`src/rtl/bus_arb2_3s.sv`:
```
// bus_arb2_3s
//   Round-robin arbiter for two bus masters that share one 2:1 three-state mux.
//   It drives the mux select and the bus output enable. Between two owners it
//   inserts TURN_CYCLES bus-idle cycles (oe=0), so two drivers are never enabled
//   on the bus at the same time.
//
// Parameters
//   MAX_TENURE   max consecutive grant cycles per owner (BUS_ARB_TENURE_EN only), >=1
//   TURN_CYCLES  bus-idle cycles after every release, >=1
//   CW           counter width, must hold max(MAX_TENURE, TURN_CYCLES)
//
// Ports
//   clk    rising-edge clock
//   rst_n  synchronous active-low reset
//   req    [1:0] level request per master, held for the whole transfer
//   gnt    [1:0] one-hot-or-zero grant
//   sel    mux select, index of the current or last owner
//   oe     bus output enable, equal to |gnt
//   busy   high whenever the arbiter is not IDLE
//
// Optional feature
//   BUS_ARB_TENURE_EN: when defined, the owner is forced to release after
//   MAX_TENURE consecutive grant cycles. When undefined, no tenure counter
//   is built.
module bus_arb2_3s #(
  parameter int MAX_TENURE  = 8,
  parameter int TURN_CYCLES = 1,
  parameter int CW          = 4
) (
  input  logic       clk,
  input  logic       rst_n,
  input  logic [1:0] req,
  output logic [1:0] gnt,
  output logic       sel,
  output logic       oe,
  output logic       busy
);

  if (MAX_TENURE < 1 || TURN_CYCLES < 1) begin : g_bad_param
    $error("bus_arb2_3s: MAX_TENURE and TURN_CYCLES must be >= 1");
  end

  typedef enum logic [1:0] {IDLE, OWN0, OWN1, TURN} state_t;

  localparam logic [CW-1:0] TURN_LAST = CW'(TURN_CYCLES - 1);

  state_t        state;
  logic          last;      // index of the last owner to release; a tie goes to ~last
  logic [CW-1:0] turn_cnt;

  // Arbitration happens in IDLE and on the final TURN cycle only. Any req
  // change in the earlier TURN cycles is not seen.
  logic arb_now, arb_vld, arb_idx;
  always_comb begin
    arb_now = (state == IDLE) || (state == TURN && turn_cnt == TURN_LAST);
    arb_vld = |req;
    arb_idx = (req == 2'b11) ? ~last : req[1];
  end

  logic own_idx, rel;
  assign own_idx = (state == OWN1);

`ifdef BUS_ARB_TENURE_EN
  localparam logic [CW-1:0] TEN_LAST = CW'(MAX_TENURE - 1);
  // ten_cnt is 0 during the first grant cycle, so the owner is released after
  // the cycle in which ten_cnt reaches MAX_TENURE-1.
  logic [CW-1:0] ten_cnt;
  assign rel = !req[own_idx] || (ten_cnt >= TEN_LAST);
`else
  assign rel = !req[own_idx];
`endif

  always_ff @(posedge clk) begin
    if (!rst_n) begin
      state    <= IDLE;
      gnt      <= 2'b00;
      sel      <= 1'b0;
      oe       <= 1'b0;
      busy     <= 1'b0;
      last     <= 1'b1;
      turn_cnt <= '0;
`ifdef BUS_ARB_TENURE_EN
      ten_cnt  <= '0;
`endif
    end else begin
      case (state)
        IDLE, TURN: begin
          if (arb_now) begin
            if (arb_vld) begin
              state   <= arb_idx ? OWN1 : OWN0;
              gnt     <= {arb_idx, ~arb_idx};
              sel     <= arb_idx;
              oe      <= 1'b1;
              busy    <= 1'b1;
`ifdef BUS_ARB_TENURE_EN
              ten_cnt <= '0;
`endif
            end else begin
              // The bus stays parked. sel keeps the last owner.
              state <= IDLE;
              gnt   <= 2'b00;
              oe    <= 1'b0;
              busy  <= 1'b0;
            end
          end else if (turn_cnt != '1) begin
            turn_cnt <= turn_cnt + 1'b1;
          end
        end
        OWN0, OWN1: begin
          if (rel) begin
            state    <= TURN;
            gnt      <= 2'b00;
            oe       <= 1'b0;
            last     <= own_idx;
            turn_cnt <= '0;
          end
`ifdef BUS_ARB_TENURE_EN
          else if (ten_cnt != '1) begin
            ten_cnt <= ten_cnt + 1'b1;
          end
`endif
        end
        default: begin
          state <= IDLE;
          gnt   <= 2'b00;
          oe    <= 1'b0;
          busy  <= 1'b0;
        end
      endcase
    end
  end

endmodule

```
`config.mk`:
```
export PLATFORM = sky130hd
export DESIGN_NAME = bus_arb2_3s
export DESIGN_NICKNAME = d
export VERILOG_FILES = /design/src/rtl/bus_arb2_3s.sv
export SDC_FILE = /design/constraint.sdc
export NUM_CORES = 1
export LEC_CHECK = 0
export ABC_AREA = 1
export CORE_MARGIN = 2
export CORE_UTILIZATION = 45
export CTS_BUF_LIST = sky130_fd_sc_hd__clkbuf_4 sky130_fd_sc_hd__clkbuf_8
export DETAILED_ROUTE_END_ITERATION = 12
export PLACE_DENSITY = 0.67
export REMOVE_ABC_BUFFERS = 1
export SLEW_MARGIN = 40
export SYNTH_ARGS = -nofsm -noshare
export SYNTH_HDL_FRONTEND = slang
export SYNTH_SLANG_ARGS = --single-unit
export TNS_END_PERCENT = 100
```
`constraint.sdc`:
```
create_clock -name clk -period 3.75 [get_ports clk]
set_input_delay 0.75 -clock clk [delete_from_list [all_inputs] [get_ports clk]]
set_output_delay 0.75 -clock clk [all_outputs]
set_load 0.01 [all_outputs]
```
## After elaboration in Yosys (flattened, before gate mapping)

Index checks and enable logic that the tools add are counted.

- Flip-flop bits (word level): 12
- Input bits: 4
- Output and inout bits: 5
- Word-level logic and storage cells: 53

- $add $sub $neg: 1
- Magnitude comparators: 1
- Equal/unequal tests: 9
- Multiplexer cells: 20
- Bitwise operators: 3
- Reduce and logical (&&, ||, !) cells: 12

Operators with widths:

| operator | number |
|---|---|
| 2-bit 2-to-1 mux | 7 |
| 4-bit 2-to-1 mux | 3 |
| 2-bit != test, second input constant | 4 |
| 2-bit one-hot mux with 2 select lines | 2 |
| 4-bit one-hot mux with 2 select lines | 1 |
| 2-bit == test, second input constant | 3 |
| 1-bit 2-to-1 mux | 6 |
| 2-bit AND reduction | 3 |
| 3-bit AND reduction | 2 |
| 2-bit OR reduction | 3 |
| 4-bit by 1-bit adder with 4-bit output, second input constant | 1 |
| 4-bit logical NOT | 1 |
| 4-bit != test, second input constant | 1 |
| 1-bit inverter | 3 |
| 2-bit by 1-bit == test with 1-bit output, second input constant | 1 |
| 2-bit logical NOT | 1 |
| 1-bit by 2-bit < comparator with 1-bit output, second input constant | 1 |
| 1-bit one-hot mux with 2 select lines | 1 |
| 1-bit logical AND | 1 |
| 1-bit logical OR | 1 |

## Logic depth before layout (Yosys ltp)

Gate-level depths: netlist of the first run.

- Depth in word-level cells: 6
- Mapped depth: 11
- Depth with buffers taken out: 11

## Worst setup path before layout of the first run

Ideal clock, no wire load.

- Path type: flip-flop to flip-flop
- Start: reg state[0]
- End: reg turn_cnt[0]
- Arrival time: 1.351 ns
- Required time: 3.639 ns
- Setup slack: 2.287 ns
- Cell stages (with the launch flop): 10
- Period minus slack after synthesis: 1.463 ns
- Cell sequence: dfxtp_1 > inv_1 > ha_1 > buf_6 > inv_2 > nand2_1 > o21bai_4 > inv_2 > nor2_1 > nor2_1

- Cells in the longest elaborated chain, start to end: 5

Ends and longest elaborated chain:

| element | RTL line | source |
|---|---|---|
| from (decl) | 47 | `state_t state;` |
| from (signal assigned) | 90 | `state <= arb_idx ? OWN1 : OWN0;` |
| 2-bit == test (on tied branches) | 61, 86, 55 |  |
| 1-bit 2-to-1 mux (not written as such) / 1-bit logical AND (equally long branches) | 70, 55 |  |
| 1-bit 2-to-1 mux (not written as such) / 1-bit logical OR (equally long branches) | 70, 55 |  |
| 2-bit != test (no line) | - |  |
| 3-bit AND reduction (no line) | - |  |
| to (signal assigned) | 106 | `turn_cnt <= turn_cnt + 1'b1;` |
| to (decl) | 49 | `logic [CW-1:0] turn_cnt;` |

Several ways; a longest one is shown, not always the timed one. The select of a mux whose other input is x is not followed.
A chain may end at the register's enable or synchronous reset.

## Worst setup path in the final report of the first run

- Start: reg oe
- End: out oe

RTL lines:

| element | RTL line | source |
|---|---|---|
| from (decl) | 35 | `output logic oe,` |
| from (signal assigned) | 78 | `oe <= 1'b0;` |
| from (signal assigned) | 93 | `oe <= 1'b1;` |
| from (signal assigned) | 102 | `oe <= 1'b0;` |

No word-level cell between the ends.

==> results.json, run 1 <==
{
  "fin_tns_setup_ns": 0,
  "worstPathRequired_ns": 3.00,
  "grt_pass1_wl_mm": 2.477,
  "numCtsBuffers": 3,
  "syn_area_um2": 711.9,
  "status": "complete, no violations",
  "start_util_pct": 47.82,
  "rsz0062_at_grt": "false",
  "vdd_drop_max_v": 0.0004527,
  "synth_warnings": 0,
  "io_pins": 9,
  "cts_tree": "yes",
  "ys_ff_latch": 12,
  "path_cells": "clkdlybuf4s50_1",
  "cp_slowest_stage_delay_ns": 0.53,
  "layout_commonest_cell": "nand2_1",
  "syn_inst": 100,
  "dp_hpwl_mm": 1.059,
  "stdcell_count": 127,
  "dieArea_um2": 1916,
  "n_fill_cell": 152,
  "maxCapViolCount": 0,
  "grt.total_usage_pct": 17.05,
  "yosys.area.top_type": "dfxtp_1",
  "final_cell_mix": "nand2_1, inv_1, nor2_1",
  "worstMarginPinSlew_ns": 0.2781,
  "synth_top_area_share_pct": 33.74,
  "worst_setup_path_start_kind": "register",
  "die_y_um": 43.78,
  "place.port_buffers": 8,
  "antenna_found_initial": 0,
  "path_class": "register to output pin",
  "wl_per_cell_um": 10.81,
  "cts_post_setup_buffers_inserted": 0,
  "crit_buf_inv": 1,
  "skew_ns": 0.005293,
  "dr.first_iter.drc_count": 6,
  "vias": 638,
  "htree_num_levels": 1,
  "clkTransAtPathRegs_ns": 0.07,
  "maxSlewHeadroom_pct": 81.46,
  "arrival_ns": 1.14,
  "worstSetupEndpointType": "output pin",
  "overflow": 0,
  "fin_util_pct": 56.22,
  "fin_crit_ns": 1.890,
  "seq_area_frac_synth_pct": 33.74,
  "diodes": 0,
  "insertion_delay_ns": 0.27,
  "drtAntennaViolNets": 0,
  "drive_gt1_share_pct": 14.41,
  "first_pass_iters": 4,
  "min_path_type": "register to register",
  "cts_resized": 0,
  "powerDensity_nw_per_um2": 868.8,
  "ys_top_cells_by_area": "dfxtp_1, nand2_1, ha_1",
  "syn_area_per_cell_um2": 7.119,
  "cts_max_path_buffers": 2,
  "grt_start_max_net_pins": 10,
  "hold_slack_ns": 0.4636,
  "area_growth_pct": 17.57,
  "finalHoldViolCount": 0,
  "ys_types": 22,
  "finalCritPeriodShare_pct": 50.40,
  "placedCellCount": 123,
  "crit_family": "buffers and inverters",
  "grt_pass1_vias": 579,
  "die_x_um": 43.78,
  "slew_violations": 0,
  "cts.sinks": 12,
  "num_rows": 14,
  "via_per_inst": 5.024,
  "fmax_ghz": 0.5291,
  "finalSetupViolations": 0,
  "route.detailed.drc": 0,
  "crit_slowest_cell": "clkdlybuf4s50_1",
  "cp_max_fo": 2,
  "drt-total-wl_mm": 1.373,
  "postCtsHoldBufs": 0,
  "nets": 121,
  "core_area_um2": 1489,
  "power_mw": 0.7273,
  "cts-root-buf": "clkbuf_4",
  "gp_congestion": 0.7872,
  "leakage_nw": 0.3829
}
## synth_stat cells (all sizes together)
cell type / n
nor3: 1
dfxtp: 12
o211ai: 1
nor2: 15
nand3: 8
o21bai: 2
inv: 15
ha: 5
nand4: 3
nand2: 26
xnor2: 1
buf: 1
o21ai: 3
a21oi: 7
## power breakdown
part	switching [mW]	internal [mW]
Sequential	0.0329	0.173
Combinational	0.254	0.164
Clock	0.0441	0.0590
Total	0.331	0.396
## cell type report
cell class              count  area (um^2)  area share (%)
repair buffers              8        80.08           9.567
well taps                  16        20.02           2.392
clock buffers               4        36.28           4.335
flip-flops and latches     12        240.2           28.70
inverters                  15        56.30           6.726
multi-input cells          72        404.1           48.28
## worst reg2reg max path, delay by kind of cell, from the launching register on
family	cells	cell delay, ns
compound gates	1	0.21
simple gates	4	0.30
flops	1	0.37
buf+inv	2	0.28
fa+ha+maj	1	0.41
## per-layer routing
layer | routed length (um) | vias to the layer above | global-route usage, %
met5 | 0 | - | 0
met4 | 17 | 0 | 7.273
met3 | 36 | 2 | 2.500
met2 | 607 | 12 | 26.47
met1 | 711 | 283 | 23.41
li1 | - | 341 | -
## kinds of logic after synthesis
logic type / synth area share [%]
compound gates: 12.30
xor+xnor: 1.230
simple gates: 34.45
buf+inv: 9.491
flops: 33.74
fa+ha+maj: 8.787
## flip-flops by register name, summed over array words and instances, names as in the netlist
signal,cells
turn_cnt,4
gnt,2
state,2
busy,1
last,1
oe,1
sel,1
## through the flow
step | setup WS, ns | area [um^2]
2_1_floorplan | 2.302 | 700.7
3_3_place_gp | 1.778 | 800.8
3_5_place_dp | 1.770 | 800.8
4_1_cts | 1.848 | 837.1
5_1_grt | 1.818 | 837.1
6_report | 1.860 | 837.1
## worst paths after layout
kind         slack (ns)           to  cells past startpoint  startpoint
max reg2reg        2.09  turn_cnt[3]                      8    state[0]
max                1.86           oe                      1          oe
min reg2reg        0.46          sel                      2         sel
min                0.46          sel                      2         sel
(Power assumes the default switching activity.)
==> run 2: changes to the inputs <==
- clock period: 3.75 -> 1.94 ns (I/O delays scaled with it)
==> run 2 against run 1 <==
First-iteration DRC count grew to 2.8 times the previous value. Cell area is the same. Via count grew 0.63%. Sequential power grew 93%. Global-route usage shrank 0.071 points. Routed wire length grew 1.6%. Final cell count is the same. Power grew 94%. Register-to-register slack lost 1.8 ns. Largest cell class unchanged. Non-clock buffer count is the same. Die area is the same. Critical endpoint is now turn_cnt[1]. Critical path type is now register to register.
==> results.json, run 2 (synthesis gave the netlist of run 1 again) <==
{
  "min_path_type": "register to register",
  "top_register": "turn_cnt",
  "slew_violations": 0,
  "ff2ff_path_depth": 8,
  "core_area_um2": 1489,
  "place_ws_ns": 0.3026,
  "die_x_um": 43.78,
  "first_pass_iters": 4,
  "largest_reg_flops": 4,
  "dr.first_iter.drc_count": 17,
  "cts_post_setup_buffers_inserted": 0,
  "route.detailed.drc": 0,
  "min_to": "busy",
  "nets": 121,
  "via_per_inst": 5.055,
  "wl_per_cell_um": 10.98,
  "numCtsBuffers": 3,
  "grt_pass1_vias": 608,
  "r2r-end": "turn_cnt[1]",
  "fin_ws_ns": 0.3118,
  "fmax_ghz": 0.6142,
  "grt.total_usage_pct": 16.98,
  "final_cell_mix": "nand2_1, inv_1, nor2_1",
  "drtAntennaViolNets": 0,
  "cts.sinks": 12,
  "cts_resized": 0,
  "finalSetupViolations": 0,
  "start_util_pct": 47.82,
  "die_y_um": 43.78,
  "maxCapViolCount": 0,
  "worst_setup_path_start_kind": "register",
  "dieArea_um2": 1916,
  "antenna_found_initial": 0,
  "vdd_drop_max_v": 0.0007542,
  "clkTransAtPathRegs_ns": 0.07,
  "finalCritPeriodShare_pct": 83.93,
  "cp_max_fo": 9,
  "hold_path_depth": 2,
  "grt_pass1_wl_mm": 2.380,
  "cts_tree": "yes",
  "fin_util_pct": 56.22,
  "status": "complete, no violations",
  "cts_max_path_buffers": 2,
  "powerDensity_nw_per_um2": 1684,
  "layout_commonest_cell": "nand2_1",
  "worstSetupEndpointType": "register",
  "worstHoldStart": "busy",
  "cts-root-buf": "clkbuf_4",
  "largestRegisters": "turn_cnt x4, gnt x2, state x2",
  "path_class": "register to register",
  "drive_gt1_share_pct": 14.41,
  "place.port_buffers": 8,
  "skew_ns": 0.001165,
  "reg2reg_from": "state[1]",
  "dp_hpwl_mm": 1.058,
  "leakage_nw": 0.3829,
  "htree_num_levels": 1,
  "fin_crit_ns": 1.628,
  "fin_tns_setup_ns": 0,
  "maxSlewHeadroom_pct": 81.08,
  "insertion_delay_ns": 0.28,
  "gp_congestion": 0.8291,
  "io_pins": 9,
  "worstMarginPinSlew_ns": 0.2838,
  "diodes": 0,
  "finalHoldViolCount": 0,
  "vias": 642,
  "postCtsHoldBufs": 0,
  "drt-total-wl_mm": 1.395,
  "grt_start_max_net_pins": 10,
  "rsz0062_at_grt": "false",
  "overflow": 0,
  "worstPathRequired_ns": 2.12,
  "arrival_ns": 1.81,
  "reg2reg_setup_slack_ns": 0.31,
  "num_rows": 14,
  "area_growth_pct": 17.57
}
## run 2: final cells by class
type                    instances  area [um^2]
fillers                       147        651.9
multi-input cells              72        404.1
flip-flops and latches         12        240.2
repair buffers                  8        80.08
inverters                      15        56.30
clock buffers                   4        36.28
well taps                      16        20.02
## run 2: how the worst max path moves through the flow
stage / from / endpoint / slack (ns) / cells past startpoint
6_report: state[1] / turn_cnt[1] / 0.31 / 8
2_1_floorplan: state[0] / turn_cnt[1] / 0.49 / 8
3_5_place_dp: req[1] / state[0] / 0.30 / 8
5_1_grt: state[1] / turn_cnt[1] / 0.15 / 8
3_3_place_gp: req[1] / state[0] / 0.32 / 8
4_1_cts: state[0] / turn_cnt[1] / 0.32 / 8
## run 2: worst max-delay path, cell delays in order (launching register included)
cell and delay [ns]:
dfxtp_1 0.40, inv_1 0.06, ha_1 0.38, inv_2 0.19, nand2_1 0.11, o21bai_4 0.20, inv_2 0.05, nor2_1 0.08
nor2_1 0.04
## run 2: power breakdown
group          internal [mW]  switching [mW]
registers              0.334          0.0639
logic                  0.318           0.491
clock network          0.114          0.0875
## run 2: stage by stage
stage / power (mW) / cell area [um^2] / hold slack, ns / cells
finish: 1.410 / 837.1 / 0.4636 / 127
global route: 1.549 / 837.1 / 0.4892 / 127
CTS: 1.419 / 837.1 / 0.4700 / 127
detailed placement: 1.209 / 800.8 / 0.4537 / 123
global placement: 1.195 / 800.8 / 0.4498 / 123
floorplan: 1.005 / 700.7 / 0.4463 / 99
## run 2: per-layer routing
metal / track usage (%) / part of all wire [%] / vias to the layer above
met5: 0 / 0 / -
met1: 20.92 / 47 / 280
li1: - / - / 341
met3: 2.500 / 4.3 / 5
met4: 12.12 / 2.7 / 0
met2: 26.76 / 46 / 16
==> run 3: changes to the inputs <==
- clock period: 1.94 -> 1.55 ns (I/O delays scaled with it)
==> run 3 against run 2 <==
Register-to-register slack lost 0.23 ns. Clock power is 25% higher. Sequential cell count did not move. Final cell count up 3.1%. Non-clock buffer count grew 4. Sequential power increased by 24%. Global-route usage shrank 0.68 points. Critical path depth is 1 higher. Clock skew increased by 0.0063 ns. Routed wire length is 0.72% lower. Cell area up 5.1%. Power is 35% higher. Critical path type unchanged. Largest power group unchanged.
==> results.json, run 3 (synthesis gave the netlist of run 1 again) <==
{
  "num_rows": 14,
  "cts_resized": 0,
  "largestRegisters": "turn_cnt x4, gnt x2, state x2",
  "cts_max_path_buffers": 2,
  "htree_num_levels": 1,
  "cts-root-buf": "clkbuf_4",
  "min_path_type": "register to register",
  "place.port_buffers": 8,
  "overflow": 0,
  "gp_congestion": 0.8298,
  "leakage_nw": 0.4034,
  "worst_setup_path_start_kind": "register",
  "arrival_ns": 1.65,
  "maxSlewHeadroom_pct": 78.40,
  "finalSetupViolations": 0,
  "path_class": "register to register",
  "wl_per_cell_um": 10.57,
  "grt_pass1_vias": 542,
  "finalHoldViolCount": 0,
  "route.detailed.drc": 0,
  "die_x_um": 43.78,
  "vdd_drop_max_v": 0.001083,
  "drtAntennaViolNets": 0,
  "antenna_found_initial": 0,
  "fmax_ghz": 0.6823,
  "worstSetupEndpointType": "register",
  "cts_tree": "yes",
  "io_pins": 9,
  "rsz0062_at_grt": "false",
  "dieArea_um2": 1916,
  "cts.sinks": 12,
  "via_per_inst": 5.008,
  "start_util_pct": 47.82,
  "skew_ns": 0.007474,
  "dp_hpwl_mm": 1.098,
  "dr.first_iter.drc_count": 7,
  "worstMarginPinSlew_ns": 0.3240,
  "power_mw": 1.901,
  "slew_violations": 0,
  "ff2ff_path_depth": 9,
  "insertion_delay_ns": 0.28,
  "final_cell_mix": "nand2_1, nor2_1, inv_1, dfxtp_1, clkdlybuf4s50_1",
  "grt_pass1_wl_mm": 2.242,
  "clkTransAtPathRegs_ns": 0.08,
  "numCtsBuffers": 3,
  "status": "complete, no violations",
  "p_seq_share_pct": 25.9,
  "reg2reg_setup_slack_ns": 0.08,
  "p_int_mw": 1.068,
  "powerDensity_nw_per_um2": 2162,
  "nets": 125,
  "area_growth_pct": 23.55,
  "largest_reg_flops": 4,
  "hold_path_depth": 2,
  "layout_commonest_cell": "nand2_1",
  "fin_util_pct": 59.08,
  "vias": 656,
  "power_switching_mw": 0.8329,
  "diodes": 0,
  "power.share.clock_pct": 13.3,
  "fin_crit_ns": 1.466,
  "die_y_um": 43.78,
  "drive_gt1_share_pct": 19.13,
  "maxCapViolCount": 0,
  "drt-total-wl_mm": 1.385,
  "core_area_um2": 1489,
  "grt_start_max_net_pins": 8,
  "postCtsHoldBufs": 0,
  "cp_max_fo": 4,
  "first_pass_iters": 4,
  "finalCritPeriodShare_pct": 94.56,
  "switching_share_pct": 43.81,
  "p_comb_share_pct": 60.9,
  "worstPathRequired_ns": 1.73,
  "cts_post_setup_buffers_inserted": 0,
  "grt.total_usage_pct": 16.30,
  "top_register": "turn_cnt"
}
## run 3: per-stage QoR
step	instance area [um^2]	TNS, ns	setup WS (ns)	hold WS [ns]	cells
after CTS	867.1	0	0.03419	0.4723	131
after global routing	879.6	0	0.003679	0.4914	131
final	879.6	0	0.08430	0.4657	131
after global placement	830.8	0	0.004767	0.4492	127
after floorplan	700.7	0	0.1023	0.4086	99
after detailed placement	830.8	-0.03360	-0.03360	0.4590	127
## run 3: final timing paths
kind | startpoint | endpoint
max | state[0] | turn_cnt[1]
min | sel | sel
max reg2reg | state[0] | turn_cnt[1]
min reg2reg | sel | sel
## run 3: layout make-up
cell class,instances,area [um^2]
fillers,152,609.3
multi-input cells,72,416.7
flip-flops and latches,12,240.2
repair buffers,12,110.1
inverters,15,56.30
clock buffers,4,36.28
well taps,16,20.02
## run 3: critical path, cell delays in order (launching register included)
cell and delay (ns):
dfxtp_1 0.37, inv_1 0.10, ha_1 0.25, nand2_1 0.08, nand2_1 0.07, nor2_1 0.15
o21bai_4 0.18, inv_2 0.05, nor2_1 0.08, nor2_1 0.04
## run 3: power by group through the flow
stage / registers [mW] / logic [mW] / clock network, mW
final: 0.492 / 1.16 / 0.252
after global routing: 0.509 / 1.29 / 0.273
after CTS: 0.492 / 1.12 / 0.262
after detailed placement: 0.498 / 1.11 / 0
after global placement: 0.495 / 1.10 / 0
after floorplan: 0.511 / 0.746 / 0
## run 3: metal layers
| metal | track usage, % | share of wire (%) | vias up |
|---|---|---|---|
| li1 | - | - | 350 |
| met5 | 0 | 0 | - |
| met4 | 9.091 | 1.6 | 0 |
| met1 | 22.70 | 53 | 295 |
| met3 | 5.000 | 2.4 | 4 |
| met2 | 22.06 | 43 | 7 |
